==> config.mk <==
export PLATFORM = sky130hd
export DESIGN_NAME = track_motor_ctrl
export DESIGN_NICKNAME = d
export VERILOG_FILES = /design/src/rtl/track_motor_ctrl.sv
export SDC_FILE = /design/constraint.sdc
export NUM_CORES = 1
export LEC_CHECK = 0
export ABC_AREA = 0
export CORE_MARGIN = 2
export CORE_UTILIZATION = 62
export CTS_BUF_LIST = sky130_fd_sc_hd__clkbuf_2
export DETAILED_ROUTE_END_ITERATION = 7
export PLACE_DENSITY = 0.8
export SYNTH_ARGS = -nofsm -noshare
export SYNTH_HDL_FRONTEND = slang
export SYNTH_SLANG_ARGS = --single-unit
==> constraint.sdc <==
create_clock -name clk -period 5.4 [get_ports clk]
set_clock_uncertainty 0.1 [all_clocks]
set_input_delay 0.81 -clock clk [delete_from_list [all_inputs] [get_ports clk]]
set_output_delay 0.81 -clock clk [all_outputs]
set_load 0.005 [all_outputs]
==> src/rtl/track_motor_ctrl.sv <==
// Pan/tilt stepper sequencer: servos the tracker aim point to screen centre, with coast/search/home recovery.
// Optional pan search sweep is compiled in when TRACK_SCAN_EN is defined; otherwise a lost target homes both axes.

module track_motor_axis #(
  parameter int DIV_FAST  = 25000,
  parameter int DIV_SLOW  = 100000,
  parameter int PULSE_W   = 50,
  parameter int DIR_SETUP = 25,
  parameter int LIMIT     = 2000
) (
  input  logic               clk,
  input  logic               reset,
  input  logic               req,
  input  logic               dir_req,
  input  logic               fast,
  output logic               step,
  output logic               dir,
  output logic signed [15:0] pos
);
  localparam int CW = 24;
  localparam logic signed [15:0] POS_LIM = 16'(LIMIT);
  localparam logic signed [15:0] NEG_LIM = -POS_LIM;

  logic [CW-1:0]      per_cnt_q, per_cnt_d, period_m1;
  logic [15:0]        setup_cnt_q, setup_cnt_d;
  logic [15:0]        pulse_cnt_q, pulse_cnt_d;
  logic               step_q, step_d, dir_q, dir_d;
  logic signed [15:0] pos_q, pos_d;
  logic               at_limit;

  always_comb begin
    period_m1   = fast ? CW'(DIV_FAST - 1) : CW'(DIV_SLOW - 1);
    at_limit    = dir_q ? (pos_q >= POS_LIM) : (pos_q <= NEG_LIM);
    step_d      = step_q;
    dir_d       = dir_q;
    pos_d       = pos_q;
    pulse_cnt_d = pulse_cnt_q;
    per_cnt_d   = (per_cnt_q == '1) ? per_cnt_q : per_cnt_q + CW'(1);
    setup_cnt_d = (setup_cnt_q != 16'd0) ? setup_cnt_q - 16'd1 : 16'd0;
    // A running pulse always finishes; dir is only allowed to move while STEP is low.
    if (step_q) begin
      if (pulse_cnt_q == 16'd0) step_d = 1'b0;
      else                      pulse_cnt_d = pulse_cnt_q - 16'd1;
    end else if (req && (dir_req != dir_q)) begin
      dir_d       = dir_req;
      setup_cnt_d = 16'(DIR_SETUP - 1);
    end else if (req && (setup_cnt_q == 16'd0) && (per_cnt_q >= period_m1) && !at_limit) begin
      step_d      = 1'b1;
      pulse_cnt_d = 16'(PULSE_W - 1);
      per_cnt_d   = '0;
      pos_d       = dir_q ? pos_q + 16'sd1 : pos_q - 16'sd1;
    end
  end

  always_ff @(posedge clk) begin
    if (!reset) begin
      per_cnt_q   <= '0;
      setup_cnt_q <= '0;
      pulse_cnt_q <= '0;
      step_q      <= 1'b0;
      dir_q       <= 1'b0;
      pos_q       <= '0;
    end else begin
      per_cnt_q   <= per_cnt_d;
      setup_cnt_q <= setup_cnt_d;
      pulse_cnt_q <= pulse_cnt_d;
      step_q      <= step_d;
      dir_q       <= dir_d;
      pos_q       <= pos_d;
    end
  end

  assign step = step_q;
  assign dir  = dir_q;
  assign pos  = pos_q;
endmodule

module track_motor_ctrl #(
  parameter int CENTER_X   = 320,
  parameter int CENTER_Y   = 240,
  parameter int DEADBAND   = 10,
  parameter int BIG_ERR    = 80,
  parameter int DIV_FAST   = 25000,
  parameter int DIV_SLOW   = 100000,
  parameter int PULSE_W    = 50,
  parameter int DIR_SETUP  = 25,
  parameter int PAN_LIMIT  = 2000,
  parameter int TILT_LIMIT = 800
) (
  input  logic        clk,
  input  logic        reset,
  input  logic        enable,
  input  logic [9:0]  aim_x,
  input  logic [9:0]  aim_y,
  input  logic        aim_detected,
  input  logic        target_off,
  output logic        pan_step,
  output logic        pan_dir,
  output logic        tilt_step,
  output logic        tilt_dir,
  output logic [15:0] pan_pos,
  output logic [15:0] tilt_pos,
  output logic [2:0]  state
);
  typedef enum logic [2:0] {
    S_IDLE  = 3'd0,
    S_TRACK = 3'd1,
    S_COAST = 3'd2,
    S_SCAN  = 3'd3,
    S_HOME  = 3'd4
  } state_t;

  state_t             state_q, state_d;
  logic signed [10:0] ex_q, ex_d, ey_q, ey_d;
  logic [10:0]        ax_abs, ay_abs;
  logic               pan_req, pan_dir_req, pan_fast;
  logic               tilt_req, tilt_dir_req, tilt_fast;
  logic signed [15:0] pan_pos_w, tilt_pos_w;
`ifdef TRACK_SCAN_EN
  localparam logic signed [15:0] PAN_HI = 16'(PAN_LIMIT);
  localparam logic signed [15:0] PAN_LO = -PAN_HI;
  logic scan_dir_q, scan_dir_d;
`endif

  always_comb begin
    ex_d   = 11'({1'b0, aim_x}) - 11'(CENTER_X);
    ey_d   = 11'({1'b0, aim_y}) - 11'(CENTER_Y);
    ax_abs = ex_q[10] ? 11'(-ex_q) : 11'(ex_q);
    ay_abs = ey_q[10] ? 11'(-ey_q) : 11'(ey_q);
  end

  // Detection outranks the lost flag; dropping enable wins over everything.
  always_comb begin
    state_d = state_q;
    if (!enable) state_d = S_IDLE;
    else begin
      case (state_q)
        S_IDLE:  if (aim_detected) state_d = S_TRACK;
        S_TRACK: if (!aim_detected) state_d = S_COAST;
        S_COAST: begin
          if (aim_detected) state_d = S_TRACK;
`ifdef TRACK_SCAN_EN
          else if (target_off) state_d = S_SCAN;
`else
          else if (target_off) state_d = S_HOME;
`endif
        end
        default: if (aim_detected) state_d = S_TRACK;
      endcase
    end
  end

`ifdef TRACK_SCAN_EN
  // Sweep starts toward +limit on every entry and bounces at either end.
  always_comb begin
    scan_dir_d = scan_dir_q;
    if (state_q != S_SCAN)      scan_dir_d = 1'b1;
    else if (pan_pos_w >= PAN_HI) scan_dir_d = 1'b0;
    else if (pan_pos_w <= PAN_LO) scan_dir_d = 1'b1;
  end
`endif

  always_comb begin
    pan_req      = 1'b0;
    pan_dir_req  = 1'b0;
    pan_fast     = 1'b0;
    tilt_req     = 1'b0;
    tilt_dir_req = 1'b0;
    tilt_fast    = 1'b0;
    case (state_q)
      S_TRACK: begin
        pan_req      = ax_abs > 11'(DEADBAND);
        pan_dir_req  = !ex_q[10];
        pan_fast     = ax_abs > 11'(BIG_ERR);
        tilt_req     = ay_abs > 11'(DEADBAND);
        tilt_dir_req = !ey_q[10];
        tilt_fast    = ay_abs > 11'(BIG_ERR);
      end
`ifdef TRACK_SCAN_EN
      S_SCAN: begin
        pan_req      = scan_dir_q ? (pan_pos_w < PAN_HI) : (pan_pos_w > PAN_LO);
        pan_dir_req  = scan_dir_q;
        tilt_req     = tilt_pos_w != 16'sd0;
        tilt_dir_req = tilt_pos_w < 16'sd0;
      end
`endif
      S_HOME: begin
        pan_req      = pan_pos_w != 16'sd0;
        pan_dir_req  = pan_pos_w < 16'sd0;
        tilt_req     = tilt_pos_w != 16'sd0;
        tilt_dir_req = tilt_pos_w < 16'sd0;
      end
      default: ;
    endcase
    if (!enable) begin
      pan_req  = 1'b0;
      tilt_req = 1'b0;
    end
  end

  always_ff @(posedge clk) begin
    if (!reset) begin
      state_q    <= S_IDLE;
      ex_q       <= '0;
      ey_q       <= '0;
`ifdef TRACK_SCAN_EN
      scan_dir_q <= 1'b1;
`endif
    end else begin
      state_q    <= state_d;
      ex_q       <= ex_d;
      ey_q       <= ey_d;
`ifdef TRACK_SCAN_EN
      scan_dir_q <= scan_dir_d;
`endif
    end
  end

  track_motor_axis #(.DIV_FAST(DIV_FAST), .DIV_SLOW(DIV_SLOW), .PULSE_W(PULSE_W),
                     .DIR_SETUP(DIR_SETUP), .LIMIT(PAN_LIMIT)) u_pan (
    .clk(clk), .reset(reset), .req(pan_req), .dir_req(pan_dir_req), .fast(pan_fast),
    .step(pan_step), .dir(pan_dir), .pos(pan_pos_w));

  track_motor_axis #(.DIV_FAST(DIV_FAST), .DIV_SLOW(DIV_SLOW), .PULSE_W(PULSE_W),
                     .DIR_SETUP(DIR_SETUP), .LIMIT(TILT_LIMIT)) u_tilt (
    .clk(clk), .reset(reset), .req(tilt_req), .dir_req(tilt_dir_req), .fast(tilt_fast),
    .step(tilt_step), .dir(tilt_dir), .pos(tilt_pos_w));

  assign pan_pos  = pan_pos_w;
  assign tilt_pos = tilt_pos_w;
  assign state    = state_q;
endmodule

==> impl_metrics.py <==
metrics = {
    "yosys": {
        "synth_area_sq_um": 9740,
        "instance_count_of_the_mapped_netlist": 1151,
        "synthesis.yosys.warnings": 0,
        "synth_edf_count": 0,
        "synth_seq_area_share_pct": 35.6,
        "synth_nets": 1238,
        "avgSynthCellArea_sq_um": 8.46,
        "yosys_register_bits": 173,
        "synth.distinct_cells": 71,
        "synth_ff_type": "sky130_fd_sc_hd__dfxtp_1",
        "synthArstFlopShare_pct": 0,
    },
    "power": {
        "power_density_of_the_placed_cells_nw_per_um2": 254,
        "irDropWorstVdd_mv": 0.155,
        "power.clock.fraction_pct": 23.8,
        "combinationalPowerShare_pct": 22.2,
        "power_report.internal_total_mw": 1.84,
        "total_leakage_power_nw": 4.20,
        "overall_power_mw": 2.73,
        "swShare_pct": 32.7,
        "share_seq_of_total_power_pct": 54.1,
        "netSwitchingPower_uw": 892,
    },
    "placement": {
        "dpl.hpwl_microns": 14700,
        "placed_area_sq_um": 10500,
        "portBuffers": 63,
        "gp_routability_congestion": 0.921,
        "placed_cells": 1395,
    },
    "cts": {
        "cts_tree": "built",
        "cts_resized": 0,
        "ctsHtreeMaxLevel": 4,
        "root_buffer": "sky130_fd_sc_hd__clkbuf_2",
        "post_cts_setup_repair_buffer_count": 0,
        "numClockSinks": 173,
        "post_cts_clock_slew_at_the_launch_and_capture_registers_of_the_worst_setup_and_hold_paths_ns": 0.25,
        "cts_hold_repair.buffers": 0,
        "worst_skew_pair.late_latency_ns": 0.78,
        "cts_buffers": 17,
        "cts.path.max_buffers": 2,
    },
    "critical_path": {
        "startpoint": "ex_q[1]$_SDFF_PN0_",
        "timing.critical_path.arrival_ns": 5.12,
        "criticalPathCategory": "reg2reg",
        "crit-reg2reg-launch": "ex_q[1]$_SDFF_PN0_",
        "cp_cell_sequence": "inv_1 > ha_1 > or4bb_1 > o211ai_1 > o21ai_0 > a2bb2oi_1 > o21a_1 > ha_1 > a21o_1 > a2111oi_0 > o311ai_0 > a21oi_1 > a2111oi_4 > buf_4 > o211ai_1 > xor2_1 > nor2_1",
        "crit_required_ns": 6.00,
        "cpMaxStageDelayCell": "sky130_fd_sc_hd__or4bb_1",
        "max_stage_delay_ns": 0.50,
        "endpoint_kind": "flop",
        "cp_max_fo": 30,
        "start_kind": "flop",
    },
    "run": {
        "cap_viol_max_count": 0,
    },
    "floorplan": {
        "initial_core_util_pct": 63.8,
        "num_io_pins": 64,
        "rows": 45,
        "design.die.area_sq_um": 16700,
        "die-height_microns": 129,
        "die-width_microns": 129,
        "core_area_sq_um": 15300,
    },
    "global_route": {
        "via_count_of_the_first_global_routing_pass": 7658,
        "maximum_number_of_pins_on_one_net_before_global_route_repair": 58,
        "number_of_antenna_violations_at_the_first_check_in_global_routing": 1,
        "grt_overflow": 0,
        "grt_pass1_wl_microns": 34300,
        "groute.usage.overall_pct": 24.9,
    },
    "drt": {
        "detail_route.drc_violations": 0,
        "drt-initial-drc-count": 547,
        "avgViaCountPerCell": 5.81,
        "firstDrtPassIters": 5,
        "total_wire_length_microns": 20400,
        "routed_wire_length_per_instance_microns": 14.3,
        "ant_nets": 0,
        "routed-via-count": 8296,
    },
    "sta": {
        "slew_headroom_pct": 29.7,
        "max_freq_ghz": 0.221,
        "finalCriticalPeriod_ns": 4.52,
        "report.final.slew_viol_count": 0,
        "final_min_period_over_clock_period_pct": 83.6,
        "transition_time_at_the_pin_with_the_least_slew_margin_ns": 1.05,
        "tns_ns": 0,
        "report.final.setup_viol": 0,
        "grt_setup_unrepaired": "no",
        "final.hold.worst_slack_ns": 0.363,
        "report.final.hold_viol_count": 0,
    },
    "final_layout": {
        "final_area_sq_um": 10700,
        "final_layout_fill_cell_count": 1292,
        "nets": 1290,
        "final_std_cells_w_o_fill": 1428,
        "layout-drive-gt1-share_pct": 4.61,
        "syn_to_final_growth_pct": 10.2,
    },
    "hold_path": {
        "hold_path.startpoint": "u_tilt.setup_cnt_q[0]$_SDFF_PN0_",
        "hold_class": "reg2reg",
    },
    "outcome": {
        "status": "finished clean",
    },
}
cell families after synthesis:
kind of cell / Yosys count / synth area share [%]
adder cells (fa/ha/maj): 62 / 8.12
buffers and inverters: 81 / 3.48
AND/OR/NAND/NOR: 481 / 24.7
XOR/XNOR: 128 / 11.5
AO/OA/AOI/OAI: 199 / 13.8
multiplexers: 27 / 2.79
flip-flops: 173 / 35.6
cells in the mapped netlist (3+ instances only):
cell / n / area share [%]
sky130_fd_sc_hd__or2_2: 7 / 0.45
sky130_fd_sc_hd__or4_1: 13 / 1.0
sky130_fd_sc_hd__o21bai_1: 5 / 0.39
sky130_fd_sc_hd__o21ai_1: 6 / 0.31
sky130_fd_sc_hd__xor2_1: 52 / 4.7
sky130_fd_sc_hd__a211oi_1: 8 / 0.62
sky130_fd_sc_hd__a21o_1: 9 / 0.69
sky130_fd_sc_hd__ha_1: 60 / 7.7
sky130_fd_sc_hd__and4_1: 4 / 0.36
sky130_fd_sc_hd__nor3_1: 43 / 2.2
sky130_fd_sc_hd__a2111oi_0: 8 / 0.72
sky130_fd_sc_hd__o32ai_1: 4 / 0.36
sky130_fd_sc_hd__o211ai_1: 16 / 1.2
sky130_fd_sc_hd__or3_1: 15 / 0.96
sky130_fd_sc_hd__o21a_1: 8 / 0.62
sky130_fd_sc_hd__a31o_2: 5 / 0.45
sky130_fd_sc_hd__inv_1: 45 / 1.7
sky130_fd_sc_hd__a31oi_1: 13 / 0.83
sky130_fd_sc_hd__mux2i_1: 26 / 2.7
sky130_fd_sc_hd__a21oi_1: 51 / 2.6
sky130_fd_sc_hd__nor2b_1: 13 / 0.83
sky130_fd_sc_hd__nand4_1: 18 / 1.2
sky130_fd_sc_hd__nand4b_1: 4 / 0.36
sky130_fd_sc_hd__nand3b_1: 4 / 0.31
sky130_fd_sc_hd__nand2_1: 53 / 2.0
sky130_fd_sc_hd__and3_1: 13 / 0.83
sky130_fd_sc_hd__and2_1: 15 / 0.96
sky130_fd_sc_hd__dfxtp_1: 173 / 36
sky130_fd_sc_hd__xnor2_1: 76 / 6.8
sky130_fd_sc_hd__nand3_1: 43 / 2.2
sky130_fd_sc_hd__nor3b_1: 5 / 0.39
sky130_fd_sc_hd__o31ai_1: 6 / 0.46
sky130_fd_sc_hd__nor2_1: 183 / 7.1
sky130_fd_sc_hd__nand2b_1: 11 / 0.71
sky130_fd_sc_hd__nor4b_1: 4 / 0.36
sky130_fd_sc_hd__a311oi_1: 5 / 0.45
sky130_fd_sc_hd__buf_4: 3 / 0.23
sky130_fd_sc_hd__nor4_1: 22 / 1.4
sky130_fd_sc_hd__buf_6: 3 / 0.35
sky130_fd_sc_hd__o21ai_0: 30 / 1.5
sky130_fd_sc_hd__clkbuf_1: 27 / 1.0
sequential cells by signal (all words and copies together) (netlist names):
signal,flops
u_pan.step,1
u_pan.setup_cnt_q,16
u_tilt.pulse_cnt_q,16
u_tilt.step,1
u_tilt.dir,1
ey_q,11
state,3
u_pan.per_cnt_q,24
u_pan.dir,1
u_tilt.setup_cnt_q,16
ex_q,11
u_tilt.pos,16
u_tilt.per_cnt_q,24
u_pan.pos,16
u_pan.pulse_cnt_q,16
path summary, 6_finish.rpt:
check	to	depth (start not counted)	slack (ns)
worst min register to register	u_tilt.setup_cnt_q[0]$_SDFF_PN0_	1	0.36
worst max register to register	u_pan.pulse_cnt_q[13]$_SDFFE_PN0P_	17	0.88
worst max-delay path	u_pan.pulse_cnt_q[13]$_SDFFE_PN0P_	17	0.88
worst min-delay path	u_tilt.setup_cnt_q[0]$_SDFF_PN0_	1	0.36
layout by cell type, fill, tap and decap left out, drive strengths merged, types with 8 or more instances in the layout:
master / n
nor3: 43
xnor2: 76
nand2b: 11
o21a: 8
and2: 15
o21ai: 36
xor2: 52
nor2b: 13
a31oi: 13
ha: 60
mux2i: 26
nand2: 53
or3: 15
a2111oi: 9
and3: 13
a211oi: 8
or4: 15
clkbuf: 17
nand3: 43
inv: 50
a21oi: 52
nor4: 22
nor2: 184
nand4: 18
dfxtp: 173
o211ai: 16
clkdlybuf4s50: 63
a21o: 9
layout make-up:
type / instances / area (sq um) / area share [%]
multi-input combinational: 897 / 5940 / 55.3
tap: 211 / 264 / 2.46
timing repair buffer: 69 / 676 / 6.29
clock buffer: 17 / 85.1 / 0.793
clock inverter: 15 / 138 / 1.28
inverter: 45 / 169 / 1.57
antenna: 1 / 2.50 / 0.0233
sequential: 173 / 3460 / 32.3
power by group through the flow:
stage | combinational [mW] | sequential, mW | clock, mW
after floorplan | 0.492 | 1.47 | 0
after global placement | 0.582 | 1.49 | 0
after detailed placement | 0.600 | 1.50 | 0
after CTS | 0.607 | 1.47 | 0.665
after global routing | 0.681 | 1.49 | 0.717
final | 0.605 | 1.48 | 0.649
per-layer routing:
layer,GRT usage [%],part of all wire [%]
met1,31.3,47
met2,42.5,48
met3,4.67,3.0
met4,9.59,2.1
met5,0,0
per-stage QoR:
step | utilization [%] | setup slack, ns
2_1_floorplan | - | 0.805
5_1_grt | 70.4 | 0.439
3_3_place_gp | 68.9 | 1.05
3_5_place_dp | 68.9 | 0.920
6_report | 70.4 | 0.883
4_1_cts | 70.3 | 0.918
critical path, delay by kind of cell, from the launching register on:
family | cells | cell delay (ns)
buffers and inverters | 2 | 0.39
adders and majority gates | 2 | 0.57
AOI/OAI and AO/OA | 10 | 2.19
xor gates and xnor gates | 1 | 0.21
and+or+nand+nor | 2 | 0.55
DFF | 1 | 0.43
Power figures use the tool's default switching activity.
